===== config.mk =====
export PLATFORM = sky130hd
export DESIGN_NAME = seq_divider
export DESIGN_NICKNAME = d
export VERILOG_FILES = /design/src/rtl/seq_divider_pkg.sv /design/src/rtl/div_restore_step.sv /design/src/rtl/seq_divider.sv
export SDC_FILE = /design/constraint.sdc
export NUM_CORES = 1
export LEC_CHECK = 0
export CAP_MARGIN = 25
export CORE_ASPECT_RATIO = 1.4
export CORE_UTILIZATION = 40
export CTS_CLUSTER_SIZE = 8
export DETAILED_ROUTE_END_ITERATION = 10
export PLACE_DENSITY_LB_ADDON = 0.08
export SYNTH_ARGS = -nofsm -noshare
export SYNTH_HDL_FRONTEND = slang
export SYNTH_HIERARCHICAL = 1
export SYNTH_SLANG_ARGS = --single-unit

===== constraint.sdc =====
create_clock -name clk -period 8.7 [get_ports clk]
set_clock_uncertainty 0.15 [all_clocks]
set_input_delay 0.87 -clock clk [delete_from_list [all_inputs] [get_ports clk]]
set_output_delay 0.87 -clock clk [all_outputs]
set_load 0.01 [all_outputs]

===== src/rtl/seq_divider_pkg.sv =====
// seq_divider_pkg
//   Shared definitions for the sequential restoring divider:
//   FSM state encoding, state width and the step-counter width helper.
package seq_divider_pkg;

  localparam int unsigned STATE_W = 2;

  typedef enum logic [STATE_W-1:0] {
    IDLE = 2'd0,
    CALC = 2'd1,
    DONE = 2'd2
  } state_t;

  // Bits needed to count 0..width inclusive.
  function automatic int unsigned cnt_width(input int unsigned width);
    return $clog2(width + 1);
  endfunction

endpackage


===== src/rtl/div_restore_step.sv =====
// div_restore_step
//   One combinational restoring-division step.
//   Ports:
//     i_r  [WIDTH:0]   partial remainder in
//     i_q  [WIDTH-1:0] quotient shift register in (dividend bits shift out of MSB)
//     i_d  [WIDTH-1:0] divisor
//     o_r  [WIDTH:0]   partial remainder out
//     o_q  [WIDTH-1:0] quotient shift register out (new quotient bit in LSB)
module div_restore_step #(
  parameter int unsigned WIDTH = 4
) (
  input  logic [WIDTH:0]   i_r,
  input  logic [WIDTH-1:0] i_q,
  input  logic [WIDTH-1:0] i_d,
  output logic [WIDTH:0]   o_r,
  output logic [WIDTH-1:0] o_q
);

  logic [WIDTH:0] w_shift;
  logic [WIDTH:0] w_trial;

  always_comb begin
    w_shift = {i_r[WIDTH-1:0], i_q[WIDTH-1]};
    w_trial = w_shift - {1'b0, i_d};
    // MSB of the trial difference is the borrow: set means divisor did not fit.
    if (!w_trial[WIDTH]) begin
      o_r = w_trial;
      o_q = {i_q[WIDTH-2:0], 1'b1};
    end else begin
      o_r = w_shift;
      o_q = {i_q[WIDTH-2:0], 1'b0};
    end
  end

endmodule


===== src/rtl/seq_divider.sv =====
// seq_divider
//   Sequential shift-subtract (restoring) unsigned divider with start/done
//   handshake. One quotient bit per clock; results held with done high.
//   Optional feature macro: DIV_ZERO_DETECT_EN (zero-divisor early-out and
//   div_by_zero flag; without it div_by_zero is tied low).
//   Ports:
//     clk          rising-edge clock
//     rst_n        asynchronous active-low reset
//     start        request, sampled in IDLE/DONE only
//     dividend_in  unsigned dividend, captured on accepted start
//     divisor_in   unsigned divisor, captured on accepted start
//     quotient     registered quotient, valid while done
//     remainder    registered remainder, valid while done
//     done         high in DONE state
//     busy         high in CALC state
//     div_by_zero  high with done when captured divisor was zero
module seq_divider
  import seq_divider_pkg::*;
#(
  parameter int unsigned WIDTH = 4
) (
  input  logic             clk,
  input  logic             rst_n,
  input  logic             start,
  input  logic [WIDTH-1:0] dividend_in,
  input  logic [WIDTH-1:0] divisor_in,
  output logic [WIDTH-1:0] quotient,
  output logic [WIDTH-1:0] remainder,
  output logic             done,
  output logic             busy,
  output logic             div_by_zero
);

  localparam int unsigned CNT_W = cnt_width(WIDTH);
  localparam logic [CNT_W-1:0] LAST_STEP = CNT_W'(WIDTH - 1);

  state_t             r_state;
  logic [WIDTH:0]     r_rem;
  logic [WIDTH-1:0]   r_q;
  logic [WIDTH-1:0]   r_div;
  logic [CNT_W-1:0]   r_cnt;
  logic [WIDTH-1:0]   r_quotient;
  logic [WIDTH-1:0]   r_remainder;

  logic [WIDTH:0]     w_rem_next;
  logic [WIDTH-1:0]   w_q_next;

  div_restore_step #(
    .WIDTH (WIDTH)
  ) u_step (
    .i_r (r_rem),
    .i_q (r_q),
    .i_d (r_div),
    .o_r (w_rem_next),
    .o_q (w_q_next)
  );

`ifdef DIV_ZERO_DETECT_EN
  logic r_dbz;
`endif

  always_ff @(posedge clk or negedge rst_n) begin
    if (!rst_n) begin
      r_state     <= IDLE;
      r_rem       <= '0;
      r_q         <= '0;
      r_div       <= '0;
      r_cnt       <= '0;
      r_quotient  <= '0;
      r_remainder <= '0;
`ifdef DIV_ZERO_DETECT_EN
      r_dbz       <= 1'b0;
`endif
    end else begin
      case (r_state)
        IDLE, DONE: begin
          if (start) begin
            r_q     <= dividend_in;
            r_div   <= divisor_in;
            r_rem   <= '0;
            r_cnt   <= '0;
            r_state <= CALC;
`ifdef DIV_ZERO_DETECT_EN
            r_dbz   <= 1'b0;
`endif
          end
        end
        CALC: begin
`ifdef DIV_ZERO_DETECT_EN
          // Zero divisor: r_q still holds the untouched dividend on the first
          // CALC edge, so the final answer is known without stepping.
          if (r_div == '0) begin
            r_quotient  <= '1;
            r_remainder <= r_q;
            r_dbz       <= 1'b1;
            r_state     <= DONE;
          end else begin
`else
          begin
`endif
            r_rem <= w_rem_next;
            r_q   <= w_q_next;
            r_cnt <= r_cnt + 1'b1;
            if (r_cnt == LAST_STEP) begin
              r_quotient  <= w_q_next;
              r_remainder <= w_rem_next[WIDTH-1:0];
              r_state     <= DONE;
            end
          end
        end
        default: r_state <= IDLE;
      endcase
    end
  end

  assign quotient  = r_quotient;
  assign remainder = r_remainder;
  assign done      = (r_state == DONE);
  assign busy      = (r_state == CALC);

`ifdef DIV_ZERO_DETECT_EN
  assign div_by_zero = r_dbz;
`else
  assign div_by_zero = 1'b0;
`endif

endmodule


; Word-level counts from Yosys, hierarchy flattened
; Index checks and enable logic that the tools add are counted.
[classes]
addsub = 2
n_eq_ne = 5
n_mux = 11
reduce_logical = 7
[op_table]
columns = cell, count
row1 = $pmux W4 S2, 2
row2 = $mux W4, 3
row3 = $reduce_and A2 Y1, 4
row4 = $pmux W3 S2, 1
row5 = $sub A5 B4 Y5, 1
row6 = $mux W2, 2
row7 = $pmux W2 S2, 1
row8 = $add A3 B1 Y3 const B, 1
row9 = $eq A3 B2 Y1 const B, 1
row10 = $mux W3, 1
row11 = $eq A2 B1 Y1 const B, 1
row12 = $eq A2 B2 Y1 const B, 1
row13 = $logic_not A2 Y1, 1
row14 = $ne A2 B1 Y1 const B, 1
row15 = $ne A2 B2 Y1 const B, 1
row16 = $reduce_bool A2 Y1, 1
row17 = $reduce_or A2 Y1, 1
row18 = $mux W1, 1
[totals]
regBits = 25
input_bits = 11
out_inout_bits = 11
wordCells = 32

; Longest topological paths before layout
; Gate-level depths: netlist of the first run.
[logic_depth]
depth_word = 4
depth_mapped = 13
ltp_nobuf = 12

; By module
; The synthesis of the first run kept the hierarchy.
[modules_own_cells]
columns = mod, n_inst, cells_each, area_per_inst_um2, seq_area_each_um2
row1 = seq_divider, 1, 88, 1234.9, 650.6
row2 = div_restore_step, 1, 31, 250.2, 0.0

; Least setup slack after synthesis of the first run
; Ideal clock, no wire load.
[synth_path]
kind = register -> register
from = reg r_q[3]
to = reg r_rem[3]
setup_time_ns = 0.121
arrival_time_ns = 2.469
t_required_ns = 8.429
path_slack_ns = 5.960
path_stages_with_launch = 14
n_path_buf = 1
period_less_slack_ns = 2.740
cell_sequence = dfrtp_1 inv_1 ha_1 fa_1 inv_1 a21oi_1 o21bai_1 ha_1 buf_6 nor4bb_1 a31oi_1 nand4_1 mux2_2 a22o_1
[synth_between]
elab_chain_cells = 3
[synth_rtl]
columns = item, line
row1 = "start, declared", seq_divider.sv:39  ; logic [WIDTH-1:0] r_q;
row2 = "start signal, assigned", seq_divider.sv:78  ; r_q <= dividend_in;
row3 = "start signal, assigned", seq_divider.sv:102  ; r_q <= w_q_next;
row4 = $sub A5 B4 Y5, div_restore_step.sv:24  ; w_trial = w_shift - {1'b0, i_d};
row5 = $mux W4, div_restore_step.sv:26  ; if (!w_trial[WIDTH]) begin
row6 = via w_rem_next[3], seq_divider.sv:45  ; logic [WIDTH:0] w_rem_next;
row7 = $pmux W4 S2, seq_divider.sv:75  ; case (r_state)
row8 = "end signal, assigned", seq_divider.sv:101  ; r_rem <= w_rem_next;
row9 = "end, declared", seq_divider.sv:38  ; logic [WIDTH:0] r_rem;
; The timed path passes the listed nets, and every way through them passes these cells.
; A chain may end at the register's enable or synchronous reset.

; Worst setup path in the final report of the first run
; Ends and elaborated chain as after synthesis.

==> out/qor.yml, run 1 <==
grt:
  grt_pass1_vias: 982
  antenna_found_initial: 0
  use_met1_pct: 22.02
  grtUsageMet3_pct: 2.500
  grt_use_total_pct: 16.66
  grt_max_degree: 26
  grt.busiest_layer: "met2"
  grt_first_pass_wirelength_um: 4664
  overflow: 0
  global_route.usage.met2_pct: 27.14
power_and_ir_drop:
  switching_share_pct: 37.17
  combPwrFrac_pct: 55.3
  p_switching_uw: 252.7
  p_int_uw: 427.1
  ir_worst_vdd_mv: 0.2031
  p_seq_share_pct: 34.7
  powerDensity_nw_per_um2: 409.4
  p_clk_share_pct: 10.1
  p_leak_uw: 0.0007792
sta:
  maxSlewHeadroom_pct: 47.93
  period_needed_ps: 2972
  max_freq_ghz: 0.3364
  finalCritPeriodShare_pct: 34.16
  setup_viol: 0
  tightest_slew_ps: 781.1
  hold_viol: 0
  rsz0062_at_grt: "no"
  finalSetupTns_ps: 0
  hold_ws_ps: 359.1
  slew_viol_final: 0
cells_and_area:
  drive_gt1_share_pct: 19.08
  syn_to_final_growth_pct: 15.29
  fin_nets: 151
  final_core_util_pct: 48.70
  n_antenna_cell: 0
setup_path:
  crit_chain: "inv_1 > ha_1 > fa_1 > inv_1 > a21oi_1 > o21bai_1 > ha_1 > nor4bb_1 > a31oi_1 > nand4_1 > mux2_2 > a22o_1"
  startpoint: "r_q[3]"
  cp-start-kind: "flop"
  crit_arrival_ps: 2980
  ff2ff_path_depth: 12
  slowest_stage: "fa_1"
  worstPathRequired_ps: 8710
  critical_path.max_stage_delay_ps: 400
  critPathKind: "reg -> reg"
  worstPathMaxFanout: 10
  path_delay_family: "adder cells"
  timing.rr.start: "r_q[3]"
  critical_path_buf_inv_count: 2
  r2r_end: "r_rem[3]"
  end_kind: "flop"
  reg2reg_slack_ps: 5730
floorplanning:
  dieHeight_um: 73.00
  ioPinCount: 22
  die_x_um: 52.71
  fp.dieArea_um2: 3848
  core-area_um2: 3410
  rows: 25
  start_util_pct: 42.24
hold_path:
  holdCritStartpoint: "remainder[1]"
  hold_class: "reg -> reg"
  hold_depth: 1
  whs_endpoint: "remainder[1]"
clock_network:
  clock_sinks: 25
  cts_resized: 0
  htreeDepth: 1
  insertion_delay_ps: 260
  cts_buffer_depth: 2
  cts_buffers: 3
  clk_pin_slew_worst_paths_ps: 90
  cts_hold_buffers: 0
  post_cts_buffers: 0
  cts_tree: "done"
  cts-root-buf: "clkbuf_8"
synthesis:
  syn-cell-area_um2: 1440
  yosys_warnings: 6
  syn-num-nets: 135
  avgSynthCellArea_um2: 12.41
  synth_cells: 116
routing:
  initialDrtViolationCount: 8
  wl_per_cell_um: 15.67
  drc: 0
  ant_nets: 0
  viasPerCell: 5.275
  totalWireLength_um: 2679
  vias: 902
  drtPass1Iterations: 4
job:
  maxCapViolations: 0
placement:
  gp_congestion: 0.7852
  io_buffers: 20
  dp_hpwl_um: 1895
run_status:
  outcome: "complete, no violations"
[layer usage]
layer / wire length, µm / part of all wire (%) / vias to the layer above
met5: 0 / 0 / -
met4: 40 / 1.5 / 0
met3: 69 / 2.6 / 4
met2: 1356 / 51 / 15
met1: 1212 / 45 / 453
li1: - / - / 430
[final cells by class]
cell class | instances | area (µm²)
fill | 325 | 1749
sequential | 25 | 625.6
multi-input combinational | 71 | 694.4
tap | 40 | 50.05
inverter | 10 | 37.54
timing repair buffer | 21 | 207.7
clock buffer | 4 | 45.04
[cells in the final DEF, fill, tap and decap left out, drive strengths merged]
cell type	n
xnor2	2
buf	1
nand4	1
a31oi	1
a31o	1
fa	1
dfrtp	25
mux2	18
nor2	1
mux2i	14
a22o	5
a21o	2
a21oi	1
nor3b	2
o2111ai	1
nand3b	1
nor4bb	1
nand2b	4
ha	7
nor2b	2
or4	1
conb	1
clkbuf	4
o21ai	1
and2b	1
o21bai	1
nand2	1
clkdlybuf4s50	20
inv	10
[metrics by stage]
step / power [µW] / std cells / setup slack (ps) / cell area [µm²]
after detailed placement: 617.2 / 167 / 5748 / 1615
after CTS: 688.9 / 171 / 5734 / 1660
after global placement: 605.6 / 167 / 5891 / 1615
final: 679.8 / 171 / 5728 / 1660
after floorplan: 534.7 / 116 / 5960 / 1440
after global routing: 738.9 / 171 / 5590 / 1660
[worst max-delay path by stage]
| stage | endpoint | slack (ps) | cells after the start |
|---|---|---|---|
| detailed placement | r_rem[3] | 5750 | 12 |
| floorplan | r_rem[3] | 5960 | 13 |
| global placement | r_rem[3] | 5890 | 12 |
| global route | r_rem[3] | 5590 | 12 |
| finish | r_rem[3] | 5730 | 12 |
| CTS | r_rem[3] | 5730 | 12 |
[registers in the layout, indices dropped and copies added, names as in the netlist]
name       count
quotient       4
r_div          4
r_q            4
r_rem          4
remainder      4
r_cnt          3
r_state        2
[power by group through the flow]
stage	logic (µW)	registers [µW]	clock network [µW]
2_1_floorplan	323	212	0
3_3_place_gp	368	237	0
3_5_place_dp	378	239	0
4_1_cts	380	237	71.9
5_1_grt	415	247	76.9
6_report	376	236	68.3
Note: power is estimated with default switching activity, not from simulation.
==> run 2: changes to the inputs <==
==> constraint.sdc (replaced) <==
create_clock -name clk -period 3 [get_ports clk]
set_clock_uncertainty 0.15 [all_clocks]
set_input_delay 0.3 -clock clk [delete_from_list [all_inputs] [get_ports clk]]
set_output_delay 0.3 -clock clk [all_outputs]
set_load 0.01 [all_outputs]
==> run 2 against run 1 <==
  * Non-clock buffer count is 4 higher
  * Via count is 0.67% higher
  * Cell count is 2.3% higher
  * Largest cell class unchanged
  * Largest power group unchanged
==> out/qor.yml, run 2 (synthesis gave the netlist of run 1 again) <==
routing:
  wl_per_cell_um: 15.63  # -0.21%
  drc: 0  # unchanged
  ant_nets: 0  # unchanged
  drtPass1Iterations: 4  # unchanged
  viasPerCell: 5.189  # -1.6%
  initialDrtViolationCount: 19  # +11
  vias: 908  # +0.67%
  totalWireLength_um: 2736  # +2.1%
floorplanning:
  ioPinCount: 22  # unchanged
  core-area_um2: 3410  # unchanged
  fp.dieArea_um2: 3848  # unchanged
  rows: 25  # unchanged
  start_util_pct: 42.24  # unchanged
  dieHeight_um: 73.00  # unchanged
  die_x_um: 52.71  # unchanged
clock_network:
  clk_pin_slew_worst_paths_ps: 90  # about the same
  cts_buffer_depth: 2  # unchanged
  insertion_delay_ps: 270  # about the same
  cts_tree: "done"
  cts-root-buf: "clkbuf_8"
  htreeDepth: 1  # unchanged
  cts_buffers: 3  # unchanged
  cts_hold_buffers: 0  # unchanged
  clock_sinks: 25  # unchanged
setup_path:
  critPathKind: "reg -> reg"
  end_kind: "flop"
  worstPathMaxFanout: 10  # unchanged
  crit_arrival_ps: 2860  # -120 ps
  cp-start-kind: "flop"
  worstPathRequired_ps: 3010  # -5700 ps
power_and_ir_drop:
  p_leak_uw: 0.0008029  # +3.0%
  ir_worst_vdd_mv: 0.5698  # +180%
  switching_share_pct: 36.87  # -0.30 points
  p_clk_share_pct: 9.8  # -0.3 points
  p_seq_share_pct: 30.7  # -4.0 points
  combPwrFrac_pct: 59.5  # +4.2 points
  powerDensity_nw_per_um2: 1220  # +200%
  p_int_uw: 1317  # +210%
  p_switching_uw: 769.1  # +200%
grt:
  grt_pass1_vias: 938  # -4.5%
  grt_first_pass_wirelength_um: 4540  # -2.7%
  grt_max_degree: 26  # unchanged
  grt_use_total_pct: 16.39  # -0.27 points
  overflow: 0  # unchanged
  antenna_found_initial: 0  # unchanged
cells_and_area:
  n_antenna_cell: 0  # unchanged
  drive_gt1_share_pct: 24.44  # +5.4 points
  fill_cells: 328  # +0.92%
  syn_to_final_growth_pct: 18.77
  fin_nets: 155  # +2.6%
  instances_no_fill: 175  # +2.3%
  final_common_cell: "dfrtp_1"
  final_cell_mix: "dfrtp_1 (25), clkdlybuf4s50_1 (20), mux2_2 (17)"
sta:
  layout_setup_ws_ps: 149.0  # -5579 ps
  setup_viol: 0  # unchanged
  rsz0062_at_grt: "no"
  slew_viol_final: 0  # unchanged
  finalCritPeriodShare_pct: 95.03  # +61 points
  maxSlewHeadroom_pct: 56.87  # +8.9 points
  finalSetupTns_ps: 0  # unchanged
  period_needed_ps: 2851  # -121.3 ps
  hold_viol: 0  # unchanged
  tightest_slew_ps: 647.0  # -134.1 ps
  max_freq_ghz: 0.3508  # +4.3%
placement:
  dp_cells: 169  # +1.2%
  gp_congestion: 0.7899  # +0.60%
  place_ws_ps: 58.21  # -5690 ps
  io_buffers: 20  # unchanged
  dp_hpwl_um: 1918  # +1.3%
hold_path:
  hold_class: "in -> async"
run_status:
  outcome: "complete, no violations"
job:
  maxCapViolations: 0  # unchanged
-- run 2: final timing paths --
| check | startpoint | endpoint | slack (ps) | cells after the start |
|---|---|---|---|---|
| setup / recovery | r_q[3] | r_rem[3] | 150 | 12 |
| min in group clk | quotient[1] | quotient[1] | 360 | 1 |
| hold / removal | rst_n | r_rem[1] | 230 | 2 |
| setup reg to reg | r_q[3] | r_rem[3] | 150 | 12 |
| hold reg to reg | quotient[1] | quotient[1] | 360 | 1 |
| max in group asynchronous | rst_n | r_div[1] | 2210 | 2 |
-- run 2: metrics by stage --
stage	total power [µW]	hold WS, ps	util, %	area (µm²)
detailed placement	1798	342.1	47.82	1630
CTS	2010	246.0	49.17	1677
finish	2086	229.9	50.17	1710
floorplan	1551	-145.6	-	1440
global route	2266	267.2	50.17	1710
global placement	1768	335.7	47.82	1630
-- run 2: what timing repair did --
| item | in CTS | in global routing |
|---|---|---|
| setup buffers | 0 | 2 |
| endpoints found under the setup margin | 0 | 1 |
| resized for setup | 0 | 4 |
-- run 2: critical path, cell delays in order (launching register included) --
cell and delay (ps):
dfrtp_1 370, inv_1 60, ha_1 220, fa_2 350, inv_1 60, a21oi_1 80
o21bai_2 210, ha_4 270, nor4bb_1 150, a31oi_1 150, nand4_1 130, mux2_2 280
a22o_1 240
-- run 2: final cells by class --
cell class	count	area, µm²	share of cell area [%]
clock buffers	3	41.29	2.414
clock inverters	1	5.005	0.2926
flip-flops and latches	25	625.6	36.58
multi-input cells	71	713.2	41.70
well taps	40	50.05	2.926
inverters	10	37.54	2.195
repair buffers	25	237.7	13.90
-- run 2: power by group through the flow --
stage | logic [µW] | registers, µW | clock network, µW
after floorplan | 936 | 614 | 0
after global placement | 1120 | 645 | 0
after detailed placement | 1150 | 649 | 0
after CTS | 1160 | 643 | 211
after global routing | 1370 | 668 | 225
final | 1240 | 640 | 204
-- run 2: metal layers --
metal	global-route usage (%)	part of all wire (%)	vias to the layer above
met5	0	0	-
met4	5.263	0.80	0
met3	2.500	3.0	4
met2	25.88	51	20
met1	22.75	45	446
li1	-	-	438
